[config.mk]
export PLATFORM = sky130hd
export DESIGN_NAME = alu_dm_pipe_hs
export DESIGN_NICKNAME = d
export VERILOG_FILES = /design/src/rtl/alu_dm_pipe_hs.sv
export SDC_FILE = /design/constraint.sdc
export NUM_CORES = 1
export LEC_CHECK = 0
export ABC_AREA = 1
export BUFFER_PORTS_ARGS = -buffer_cell sky130_fd_sc_hd__buf_2
export CAP_MARGIN = 20
export CORE_UTILIZATION = 51
export CTS_BUF_LIST = sky130_fd_sc_hd__clkbuf_4
export DETAILED_ROUTE_END_ITERATION = 10
export GPL_ROUTABILITY_DRIVEN = 0
export GPL_TIMING_DRIVEN = 0
export MAX_ROUTING_LAYER = met4
export PLACE_DENSITY = 0.76
export SLEW_MARGIN = 10
export SYNTH_ARGS = -nofsm -noshare
export SYNTH_HDL_FRONTEND = slang
export SYNTH_SLANG_ARGS = --single-unit
[constraint.sdc]
create_clock -name clk -period 1.4 [get_ports clk]
set_input_delay 0.21 -clock clk [delete_from_list [all_inputs] [get_ports clk]]
set_output_delay 0.21 -clock clk [all_outputs]
set_load 0.01 [all_outputs]
[src/rtl/alu_dm_pipe_hs.sv]
// ALU->DM pipeline stage register with valid/ready handshake, flush,
// optional two-entry skid buffer and a saturating stall counter.
module alu_dm_pipe_hs #(
  parameter int DATA_W      = 32,
  parameter int RD_W        = 5,
  parameter int SKID        = 1,
  parameter int STALL_CNT_W = 16
) (
  input  logic                   clk,
  input  logic                   rst,
  input  logic                   flush,
  input  logic                   in_valid,
  output logic                   in_ready,
  input  logic [DATA_W-1:0]      aluResult_ALU,
  input  logic [DATA_W-1:0]      op2_ALU,
  input  logic [RD_W-1:0]        rd_ALU,
  input  logic                   isWb_ALU,
  output logic                   out_valid,
  input  logic                   out_ready,
  output logic [DATA_W-1:0]      aluResult_DM,
  output logic [DATA_W-1:0]      op2_DM,
  output logic [RD_W-1:0]        rd_DM,
  output logic                   isWb_DM,
  output logic [STALL_CNT_W-1:0] stall_cnt
);

  typedef struct packed {
    logic [DATA_W-1:0] alu;
    logic [DATA_W-1:0] op2;
    logic [RD_W-1:0]   rd;
    logic              wb;
  } ent_t;

  ent_t                   w_in;
  ent_t                   r_m;
  logic                   r_mv;
  logic                   w_acc;
  logic                   w_drain;
  logic [STALL_CNT_W-1:0] r_stall;

  assign w_in    = '{alu: aluResult_ALU, op2: op2_ALU,
                     rd: rd_ALU, wb: isWb_ALU};
  assign w_acc   = in_valid & in_ready;
  assign w_drain = r_mv & out_ready;

  generate
    if (SKID != 0) begin : g_skid
      ent_t r_s;
      logic r_sv;

      // Ready comes straight from the skid valid flop.
      assign in_ready = !r_sv;

      always_ff @(posedge clk) begin
        if (rst) begin
          r_mv <= 1'b0;
          r_sv <= 1'b0;
          r_m  <= '0;
          r_s  <= '0;
        end else if (flush) begin
          r_mv <= 1'b0;
          r_sv <= 1'b0;
        end else if (!r_mv || w_drain) begin
          if (r_sv) begin
            r_m  <= r_s;
            r_mv <= 1'b1;
            if (w_acc) r_s <= w_in;
            else       r_sv <= 1'b0;
          end else begin
            r_mv <= w_acc;
            if (w_acc) r_m <= w_in;
          end
        end else if (w_acc) begin
          r_s  <= w_in;
          r_sv <= 1'b1;
        end
      end
    end else begin : g_noskid
      assign in_ready = !r_mv | out_ready;

      always_ff @(posedge clk) begin
        if (rst) begin
          r_mv <= 1'b0;
          r_m  <= '0;
        end else if (flush) begin
          r_mv <= 1'b0;
        end else if (w_acc) begin
          r_m  <= w_in;
          r_mv <= 1'b1;
        end else if (w_drain) begin
          r_mv <= 1'b0;
        end
      end
    end
  endgenerate

  // Flush does not touch the counter; only reset clears it.
  always_ff @(posedge clk) begin
    if (rst) begin
      r_stall <= '0;
    end else if (r_mv && !out_ready && (r_stall != '1)) begin
      r_stall <= r_stall + STALL_CNT_W'(1);
    end
  end

  assign out_valid    = r_mv;
  assign aluResult_DM = r_m.alu;
  assign op2_DM       = r_m.op2;
  assign rd_DM        = r_m.rd;
  assign isWb_DM      = r_mv & r_m.wb;
  assign stall_cnt    = r_stall;

endmodule

==> Word-level counts from Yosys, hierarchy flattened <==
Index checks and enable logic that the tools add are counted.
{ "op_classes": {"add_sub_neg": 1, "multipliers": 0, "div_mod_pow": 0, "order_cmp": 0, "eq_ne": 2, "n_shift": 0, "n_mux": 10, "bitwise_logic": 4, "reduce_logical": 11} }
{ "op_table": {"columns": ["cell", "n"], "rows": [
  ["$mux W70", 5],
  ["$add A16 B1 Y16 const B", 1],
  ["$ne A16 B16 Y1 const B", 1],
  ["$mux W1", 5],
  ["$reduce_bool A2 Y1", 2],
  ["$and A1 B1 Y1", 3],
  ["$logic_not A1 Y1", 3],
  ["$reduce_and A3 Y1", 1],
  ["$logic_and A1 B1 Y1", 2],
  ["$ne A2 B2 Y1 const B", 1],
  ["$reduce_and A2 Y1", 1],
  ["$reduce_or A2 Y1", 1],
  ["$logic_or A1 B1 Y1", 1],
  ["$not A1 Y1", 1]
]} }
{ "word_totals": {"ff_bits": 158, "latchBits": 0, "ram_bits": 0, "rom_bits": 0, "out_inout_bits": 88, "word_cells": 39, "mem_count": 0} }

==> Longest topological paths before layout <==
{ "depth": {"depth_word": 5, "ltp_mapped": 9} }

==> Worst setup path after synthesis <==
No wires, ideal clock.
{ "synth_path": {"path_type": "flip-flop to flip-flop", "start": "register r_stall[0], in the netlist stall_cnt[0]", "end": "register r_stall[1], in the netlist stall_cnt[1]", "setup_ns": 0.118, "arrival_ns": 1.326, "slack_ns": -0.044, "path_stages_with_launch": 9, "synth_period_minus_slack_ns": 1.444, "cell_sequence": "dfxtp_1 -> ha_1 -> inv_1 -> nor2_2 -> nand2_1 -> nor2_4 -> nor2_1 -> o21ai_1 -> nor2_1"} }
{ "synth_between": {"elab_chain_len": 2, "word_cells_on_any_way": 3} }
{ "synth_lines": {"columns": ["item", "line_no", "text"], "rows": [
  ["start, declared", "39", "logic [STALL_CNT_W-1:0] r_stall;"],
  ["start signal, assigned", "102", "r_stall <= r_stall + STALL_CNT_W'(1);"],
  ["branches (longest 2 deep; another with $add A16 B1 Y16)", null, null]
]} }
Several ways; the timed one is not identified.
A chain may end at the register's enable or synchronous reset.

==> Worst setup path in the final report <==
{ "layout_path": {"start": "register g_skid.r_sv", "end": "output in_ready"} }
{ "layout_between": {"elab_chain_len": 1} }
{ "layout_lines": {"columns": ["item", "line_no", "text"], "rows": [
  ["start, declared", "49", "logic r_sv;"],
  ["start signal, assigned", "57", "r_sv <= 1'b0;"],
  ["start signal, assigned", "62", "r_sv <= 1'b0;"],
  ["start signal, assigned", "68", "else r_sv <= 1'b0;"],
  ["$logic_not A1 Y1", "52", "assign in_ready = !r_sv;"],
  ["end, declared", "13", "output logic in_ready,"]
]} }
Every way passes these cells.

==> impl_metrics.toml <==
[hold_path]
holdCritPathClass = "input pin to register"

[status]
failing_checks = "setup timing"
result_of_the_run = "finished with violations"

[floorplan]
dieHeight_microns = 121.9
core.rowCount = 43
initial_core_util = 0.5260
ios = 163
die_w_microns = 121.9
fp.coreArea_sq_mm = 0.01393
fp.dieArea_sq_mm = 0.01485

[global_route]
antenna_found_initial = 0
grt_first_pass_wirelength_microns = 31400
global_route.overflow_total = 0
first_global_vias = 6647
pin_count_of_the_biggest_net_entering_global_routing = 20
grt_util_all_layers = 0.2791

[detailed_routing]
drtPass1Iterations = 6
vias_per_cell = 5.069
drt_first_iter_violations = 542
vias = 7639
antenna_left = 0
detail_route.wl_per_cell_microns = 14.63
wl_microns = 22040
post-route-drc-count = 0

[clock_tree]
clk-insertion-delay-late_ps = 590
cts-root-buf = "sky130_fd_sc_hd__clkbuf_4"
clk_pin_slew_worst_paths_ps = 120
cts_max_level = 4
clock_tree_from_tritoncts = "done"
cts_buf_count = 17
clock_sink_count = 158
max-clock-path-buffers = 2

[place]
placed_area_sq_mm = 0.008372
port_buffers = 162
placedCellCount = 1400
hpwl_microns = 12890

[setup_path]
startpoint_class_of_the_critical_path = "register"
critical_path_required_ps = 1190
critPathMaxStageDelay_ps = 400
worst-path-max-fanout = 3
rrSetupSlack_ps = -80
critical_path.cell_chain = "inv_6 -> clkbuf_16 -> buf_6"
worstSetupPathType = "register to output pin"
worst_ep_arrival_time_ps = 1280
timing.critical_path.slowest_stage_cell = "sky130_fd_sc_hd__dfxtp_4"
timing.critical_path.buf_inv = 3
setup.worst_path.end_class = "output pin"
critPathTopFamily = "flip-flops"

[timing]
max_clock_freq_mhz = 671.6
clock_skew_ps = 14.29
fin_crit_sh = 1.064
rsz_0062_raised_after_global_routing = "yes"
final_period_minus_worst_setup_slack_ps = 1489
number_of_hold_violations_in_the_final_report = 0
worst_slew_margin_relative_to_its_limit = 0.5936
drv_slew = 0
post-route-worst-setup-slack_ps = -88.92
max_slew.worst_pin.slew_ps = 609.6
final-setup-viol-count = 34

[job]
max_cap_viol_count = 0

[yosys]
synth-warning-count = 0
synth_area_sq_mm = 0.007330
ys_ff_latch = 158
syn-mean-instance-area_sq_um = 6.928
syn_inst = 1058
syn-num-nets = 1134
synth_unique_cells = 24
synth_seq_area_share = 0.4315

[finish]
syn2layout_area_growth_pct = 44.59
finalInstanceArea_sq_mm = 0.01060
post_route_cells_drive_above_1_share = 0.3424
post_layout_nonfiller_instances = 1507
final_util = 0.7605
finalNetCount = 1390

[power_and_ir_drop]
ir_worst_vdd_v = 0.0008387
power.total_uw = 9681
power_per_cell_area_mw_per_mm2 = 913.5
leakagePower_uw = 0.004796
tightest hold or removal path, cell delays in order:
cell and delay (ps):
sky130_fd_sc_hd__buf_2 80, sky130_fd_sc_hd__inv_1 80, sky130_fd_sc_hd__nand2_8 90, sky130_fd_sc_hd__inv_6 40, sky130_fd_sc_hd__nand2_1 50, sky130_fd_sc_hd__nand2_1 40
Yosys cell counts, drive strengths merged:
| library cell | number | area, sq um |
|---|---|---|
| inv | 111 | 416.7 |
| buf | 105 | 745.7 |
| ha | 1 | 12.51 |
| nand3 | 15 | 80.08 |
| clkbuf | 28 | 106.4 |
| nor2 | 149 | 581.8 |
| a21oi | 100 | 500.5 |
| nand2 | 216 | 815.8 |
| and2 | 2 | 12.51 |
| nand4 | 6 | 58.80 |
| dfxtp | 158 | 3163 |
| nor3 | 4 | 20.02 |
| o21ai | 163 | 815.8 |
cells by family (layout without fill, tap and decap cells):
logic type      count (synthesis)  in the layout  synth area share
flops                         158            158            0.4315
other cells                     0              1                 0
buf+inv                       244            512            0.1731
simple gates                  392            392            0.2141
compound gates                263            263            0.1796
fa+ha+maj                       1              1          0.001707
metal layers:
metal / part of all wire / track usage / up-vias
li1: - / - / 3795
met1: 0.42 / 0.3472 / 3535
met2: 0.51 / 0.4492 / 257
met3: 0.051 / 0.05478 / 52
met4: 0.022 / 0.09877 / 0
met5: 0 / - / -
what timing repair did:
item                                    in CTS  in global routing
endpoints found under the hold margin       85                  0
endpoints found under the setup margin     168                232
pin swaps                                    3                 19
gates cloned                                 2                  7
gates resized for setup                     66                290
setup buffers                                9                 12
hold buffers                                73                  0
report_power, final:
part	leakage, uW	internal [uW]	switching [uW]
registers	0.00132	4690	114
logic	0.00329	818	700
clock network	0.000182	1740	1620
cell type report:
type	instances	area, sq um
Multi-Input combinational cell	656	3110
Buffer	105	832.0
Fill cell	1008	3337
Clock inverter	14	222.7
Timing Repair Buffer	265	2357
Tap cell	180	225.2
Clock buffer	17	127.6
Inverter	111	431.7
Antenna cell	1	2.502
Sequential cell	158	3288
final timing paths:
kind                             startpoint             end  cells after the start
worst max-delay path            g_skid.r_sv        in_ready                      3
worst min-delay path              out_ready       out_valid                      6
worst max register to register  g_skid.r_sv  g_skid.r_s[29]                      9
worst min register to register   op2_DM[29]      op2_DM[29]                      2
flip-flops by register name, summed over array words and instances, names as in the netlist:
register,cells
rd_DM,5
out_valid,1
r_m,1
g_skid.r_sv,1
aluResult_DM,32
g_skid.r_s,70
op2_DM,32
stall_cnt,16
metrics by stage:
step,worst slack (ps),setup TNS (ps),hold slack [ps]
2_1_floorplan,15.30,0,353.1
3_3_place_gp,-232.5,-16000,433.2
3_5_place_dp,-222.1,-16650,438.1
4_1_cts,-101.8,-143.1,46.06
5_1_grt,-130.4,-6704,57.66
6_report,-88.92,-1042,34.71
cell usage in the layout, fill, tap and decap left out, types with 3 or more instances in the layout:
master / n
sky130_fd_sc_hd__a21oi_1: 97
sky130_fd_sc_hd__a21oi_2: 3
sky130_fd_sc_hd__buf_12: 3
sky130_fd_sc_hd__buf_2: 99
sky130_fd_sc_hd__buf_4: 70
sky130_fd_sc_hd__buf_6: 83
sky130_fd_sc_hd__buf_8: 10
sky130_fd_sc_hd__bufinv_16: 6
sky130_fd_sc_hd__clkbuf_1: 16
sky130_fd_sc_hd__clkbuf_16: 7
sky130_fd_sc_hd__clkbuf_2: 4
sky130_fd_sc_hd__clkbuf_4: 22
sky130_fd_sc_hd__clkinv_2: 4
sky130_fd_sc_hd__dfxtp_1: 72
sky130_fd_sc_hd__dfxtp_2: 79
sky130_fd_sc_hd__dfxtp_4: 7
sky130_fd_sc_hd__dlygate4sd3_1: 73
sky130_fd_sc_hd__inv_1: 105
sky130_fd_sc_hd__nand2_1: 207
sky130_fd_sc_hd__nand2_2: 8
sky130_fd_sc_hd__nand3_1: 11
sky130_fd_sc_hd__nand4_1: 4
sky130_fd_sc_hd__nor2_1: 130
sky130_fd_sc_hd__nor2_2: 11
sky130_fd_sc_hd__nor2_4: 8
sky130_fd_sc_hd__nor3_1: 3
sky130_fd_sc_hd__o21ai_0: 93
sky130_fd_sc_hd__o21ai_1: 57
sky130_fd_sc_hd__o21ai_2: 13
(Power assumes the default switching activity.)
